$ cat config.mk
export PLATFORM = sky130hd
export DESIGN_NAME = char_renderer
export DESIGN_NICKNAME = d
export VERILOG_FILES = /design/src/rtl/char_renderer.sv
export SDC_FILE = /design/constraint.sdc
export NUM_CORES = 1
export LEC_CHECK = 0
export CAP_MARGIN = 10
export CORE_MARGIN = 1
export CORE_UTILIZATION = 43
export DETAILED_ROUTE_END_ITERATION = 10
export PLACE_DENSITY = 0.87
export SYNTH_ARGS = -nofsm -noshare
export SYNTH_HDL_FRONTEND = slang
export SYNTH_SLANG_ARGS = --single-unit
$ cat constraint.sdc
create_clock -name clk -period 8.7 [get_ports clk]
set_input_delay 1.74 -clock clk [delete_from_list [all_inputs] [get_ports clk]]
set_output_delay 1.74 -clock clk [all_outputs]
set_load 0.01 [all_outputs]
$ cat src/rtl/char_renderer.sv
`default_nettype none
// ============================================================================
//  Module      : char_renderer
//  Description : Text-mode pixel front end. Maps VGA pixel coordinates to
//                text-buffer addresses and glyph LUT lookups, returns a
//                per-pixel lit/unlit decision with a blinking block cursor.
//                Two-cycle pipeline, one pixel per clock, no backpressure.
//  Revision    : 1.0 - initial release
// ============================================================================
module char_renderer #(
    parameter int COLS         = 80,
    parameter int ROWS         = 60,
    parameter int BLINK_FRAMES = 30
) (
    input  logic        clk,
    input  logic        rst,            // asynchronous, active-low
    input  logic        in_valid,
    input  logic [9:0]  in_x,
    input  logic [9:0]  in_y,
    input  logic        in_frame_start,
    output logic [12:0] mem_addr,
    input  logic [7:0]  mem_data,
    output logic [7:0]  lut_char,
    output logic [2:0]  lut_vidx,
    output logic [2:0]  lut_hidx,
    input  logic        lut_lit,
    input  logic        cursor_en,
    input  logic [6:0]  cursor_col,
    input  logic [5:0]  cursor_row,
    output logic        out_valid,
    output logic        out_lit
);

    // Visible text area limits in pixels (11 bits so 1024 is representable)
    localparam logic [10:0] c_x_lim = 11'(COLS * 8);
    localparam logic [10:0] c_y_lim = 11'(ROWS * 8);
    localparam logic [12:0] c_cols  = 13'(COLS);

    // Blink counter only needs to reach BLINK_FRAMES-1
    localparam int                 c_cnt_w    = (BLINK_FRAMES > 1) ? $clog2(BLINK_FRAMES) : 1;
    localparam logic [c_cnt_w-1:0] c_cnt_last = c_cnt_w'(BLINK_FRAMES - 1);

    // ------------------------------------------------------------------
    // Stage 0: cell decode
    // ------------------------------------------------------------------
    logic [6:0]  w_col;
    logic [6:0]  w_row;
    logic [2:0]  w_vidx;
    logic [2:0]  w_hidx;
    logic        w_in_range;
    logic        w_cur_hit;
    logic [12:0] w_addr;

    assign w_col      = in_x[9:3];
    assign w_row      = in_y[9:3];
    assign w_vidx     = in_y[2:0];
    assign w_hidx     = in_x[2:0];
    assign w_in_range = ({1'b0, in_x} < c_x_lim) && ({1'b0, in_y} < c_y_lim);
    assign w_addr     = ({6'd0, w_row} * c_cols) + {6'd0, w_col};

    // Blink state registers
    logic [c_cnt_w-1:0] r_blink_cnt;
    logic               r_blink_on;

    // Cursor match uses the blink phase before any same-cycle frame update
    assign w_cur_hit = cursor_en && (w_col == cursor_col) &&
                       (w_row == {1'b0, cursor_row}) && r_blink_on;

    // Address only presented for visible, valid pixels; otherwise park at 0
    assign mem_addr = (in_valid && w_in_range) ? w_addr : 13'd0;

    // Blink counter: advance per frame, wrap and toggle the cursor phase
    always_ff @(posedge clk or negedge rst) begin
        if (!rst) begin
            r_blink_cnt <= '0;
            r_blink_on  <= 1'b1;
        end else if (in_frame_start) begin
            if (r_blink_cnt == c_cnt_last) begin
                r_blink_cnt <= '0;
                r_blink_on  <= ~r_blink_on;
            end else begin
                r_blink_cnt <= r_blink_cnt + 1'b1;
            end
        end
    end

    // ------------------------------------------------------------------
    // Stage 1: aligned with the buffer read data
    // ------------------------------------------------------------------
    logic       r_s1_valid;
    logic       r_s1_blank;
    logic [2:0] r_s1_vidx;
    logic [2:0] r_s1_hidx;
    logic       r_s1_cur_hit;

    // Carry per-pixel context alongside the one-cycle buffer read
    always_ff @(posedge clk or negedge rst) begin
        if (!rst) begin
            r_s1_valid   <= 1'b0;
            r_s1_blank   <= 1'b0;
            r_s1_vidx    <= 3'd0;
            r_s1_hidx    <= 3'd0;
            r_s1_cur_hit <= 1'b0;
        end else begin
            r_s1_valid   <= in_valid;
            r_s1_blank   <= ~w_in_range;
            r_s1_vidx    <= w_vidx;
            r_s1_hidx    <= w_hidx;
            r_s1_cur_hit <= w_cur_hit;
        end
    end

    // Glyph LUT request; quiet when no visible pixel is in stage 1
    assign lut_char = (r_s1_valid && !r_s1_blank) ? mem_data : 8'd0;
    assign lut_vidx = r_s1_valid ? r_s1_vidx : 3'd0;
    assign lut_hidx = r_s1_valid ? r_s1_hidx : 3'd0;

    logic w_pix_lit;
    assign w_pix_lit = r_s1_valid && !r_s1_blank && (lut_lit ^ r_s1_cur_hit);

    // ------------------------------------------------------------------
    // Stage 2: output register
    // ------------------------------------------------------------------
    logic r_out_valid;
    logic r_out_lit;

    // Register the final pixel decision
    always_ff @(posedge clk or negedge rst) begin
        if (!rst) begin
            r_out_valid <= 1'b0;
            r_out_lit   <= 1'b0;
        end else begin
            r_out_valid <= r_s1_valid;
            r_out_lit   <= w_pix_lit;
        end
    end

    assign out_valid = r_out_valid;
    assign out_lit   = r_out_lit;

endmodule
`default_nettype wire

==> impl_metrics.env <==
export IMPL_die_x_microns=59.7
export IMPL_vias=1394
export IMPL_tightest_slew_ns=0.735
export IMPL_ys_seq_area_share_pct=29.8
export IMPL_grt_pass1_wl_microns=5980
export IMPL_required_ns=6.96
export IMPL_crit_type="in2out"
export IMPL_powerDensity_mw_per_mm2=114
export IMPL_initial_core_util_pct=46.1
export IMPL_async_reset_ff_share_pct=100
export IMPL_hp_class="reg2reg"
export IMPL_clock_latency_ns=0.28
export IMPL_diodes=0
export IMPL_crit_path_end_kind="primary output"
export IMPL_grt_max_degree=18
export IMPL_ant_nets=0
export IMPL_num_nets_final=291
export IMPL_syn_area_sq_mm=0.00143
export IMPL_grt_antenna_before_repair=0
export IMPL_cts_hold_buf=0
export IMPL_finalHoldViolCount=0
export IMPL_row_count=20
export IMPL_fillerInstances=266
export IMPL_synth_edf_count=0
export IMPL_dieArea_sq_mm=0.00356
export IMPL_max_cap_violations=0
export IMPL_tritoncts="yes"
export IMPL_ctsResizeCount=0
export IMPL_power_uw=257
export IMPL_dr_pass1_iters=4
export IMPL_cts_clk_slew_worst_paths_ns=0.09
export IMPL_fmax_mhz=151
export IMPL_area_growth_pct=57.9
export IMPL_drtIter0Drc=44
export IMPL_final_max_slew_viol_count=0
export IMPL_vias_per_cell=5.16
export IMPL_ys_ff_latch=17
export IMPL_p_leak_nw=0.943
export IMPL_gp_congestion=0.885
export IMPL_critPathMaxFanout=4
export IMPL_clkSinkCount=17
export IMPL_ir_worst_vdd_mv=0.0610
export IMPL_arrival_ns=4.88
export IMPL_core_area_sq_mm=0.00310
export IMPL_routed_wl_microns=3700
export IMPL_crit_path_start_kind="input port"
export IMPL_dp_hpwl_microns=3120
export IMPL_die_height_microns=59.7
export IMPL_post_cts_buffers=0
export IMPL_drc=0
export IMPL_ys_warnings_count=0
export IMPL_syn_area_per_cell_sq_um=9.66
export IMPL_root_buffer="clkbuf_4"
export IMPL_htree_num_levels=1
export IMPL_io_pin_count=76
export IMPL_first_global_vias=1414
export IMPL_rsz0062_at_grt="no"
export IMPL_drive_gt1_share_pct=4.87
export IMPL_ff2ff_setup_slack_ns=7.41
export IMPL_status="complete, no violations"
export IMPL_cts_path_max_buffers=2
export IMPL_syn_nets=212
export IMPL_grt_util_all_layers_pct=21.9
export IMPL_setup_tns_ns=0
export IMPL_setup_viol=0
export IMPL_relSlewSlack_pct=50.8
export IMPL_period_minus_slack_ns=6.62
export IMPL_routedWlPerCell_microns=13.7
export IMPL_port_buffers=75
export IMPL_synthCells=148
export IMPL_synth_ff_type="dfrtp_1"
export IMPL_ys_types=43
export IMPL_post_route_period_util_pct=76.1
export IMPL_grt_overflow_total=0
export IMPL_cts_made_buffers=3
export IMPL_skew_ns=0.00151
## cell type report
| class | instances | area (sq um) | share of cell area (%) |
|---|---|---|---|
| Clock buffer | 4 | 26.3 | 1.16 |
| Inverter | 4 | 15.0 | 0.665 |
| Timing Repair Buffer | 75 | 751 | 33.2 |
| Multi-Input combinational cell | 126 | 985 | 43.6 |
| Sequential cell | 17 | 427 | 18.9 |
| Tap cell | 44 | 55.1 | 2.44 |
## final timing paths
kind                                             from                    endpoint  cells after the start
max in group asynchronous                         rst  r_blink_cnt[1]$_DFFE_PN0P_                      1
min in group asynchronous                         rst  r_blink_cnt[3]$_DFFE_PN0P_                      1
min reg2reg                      r_s1_valid$_DFF_PN0_         out_valid$_DFF_PN0_                      0
min                              r_s1_valid$_DFF_PN0_         out_valid$_DFF_PN0_                      0
max                                           in_y[4]                mem_addr[12]                      9
max reg2reg                r_blink_cnt[1]$_DFFE_PN0P_  r_blink_cnt[3]$_DFFE_PN0P_                      6
## Yosys cell counts, types with 2 or more instances
cell type | n | area (sq um)
and2_1 | 20 | 125
dfrtp_1 | 16 | 400
ha_1 | 15 | 188
xor2_1 | 10 | 87.6
nor2_1 | 9 | 33.8
o21ai_0 | 8 | 40.0
nand2_1 | 7 | 26.3
xnor2_1 | 7 | 61.3
inv_1 | 4 | 15.0
a21o_1 | 3 | 22.5
a21oi_1 | 3 | 15.0
nand3_1 | 3 | 15.0
nor2b_1 | 3 | 18.8
nor4_1 | 3 | 18.8
and3_1 | 2 | 12.5
fa_1 | 2 | 40.0
mux2i_1 | 2 | 20.0
nand2b_1 | 2 | 12.5
nand4_1 | 2 | 12.5
nor3_1 | 2 | 10.0
o22ai_1 | 2 | 12.5
or2_1 | 2 | 12.5
## per-stage QoR
stage          instance area [sq um]  utilization (%)  setup slack (ns)  std cells  hold slack (ns)
6_report                        2260             72.8              2.08        270            0.487
5_1_grt                         2260             72.8              2.02        270            0.525
4_1_cts                         2260             72.8              2.12        270            0.490
3_5_place_dp                    2230             71.9              2.13        266            0.477
3_3_place_gp                    2230             71.9              2.21        266            0.472
2_1_floorplan                   1430                -              3.26        148            0.420
## worst max-delay path: stages
cell and delay, ns:
clkdlybuf4s50_1 0.50, ha_1 0.33, ha_1 0.25, fa_1 0.45
a211oi_1 0.38, o22ai_1 0.17, nor4b_2 0.27, mux2i_1 0.24
clkdlybuf4s50_1 0.56
## flip-flops by register name, summed over array words and instances, names as in the netlist
register and cells:
out_lit 1, out_valid 1, r_blink_cnt 5, r_blink_on 1, r_s1_blank 1, r_s1_cur_hit 1, r_s1_hidx 3, r_s1_valid 1
r_s1_vidx 3
## cell families (layout without fill, tap and decap cells)
group,count (synthesis),in the layout,synth area share (%)
fa+ha+maj,17,17,15.9
buf+inv,5,83,1.31
compound gates,25,25,12.0
flops,17,17,29.8
xor+xnor,19,19,13.1
simple gates,62,62,25.6
mux,3,3,2.19
## cells in the final DEF, fill, tap and decap left out, types with 4 or more instances in the layout
| master | count |
|---|---|
| xnor2_1 | 7 |
| dfrtp_1 | 16 |
| and2_1 | 20 |
| ha_1 | 15 |
| inv_1 | 4 |
| o21ai_0 | 8 |
| xor2_1 | 10 |
| nand2_1 | 7 |
| clkdlybuf4s50_1 | 75 |
| nor2_1 | 9 |
## routing by layer
metal	routed length (microns)	track usage (%)
met1	1460	22.8
met2	1900	43.3
met3	293	2.81
met4	48	8.97
met5	0	0
## where the power goes
part	internal (mW)	switching, mW	total [mW]
sequential	0.0924	0.0112	0.104
combinational	0.0629	0.0506	0.114
clock	0.0178	0.0222	0.0400
No activity file was read; power rests on OpenSTA's default activity.
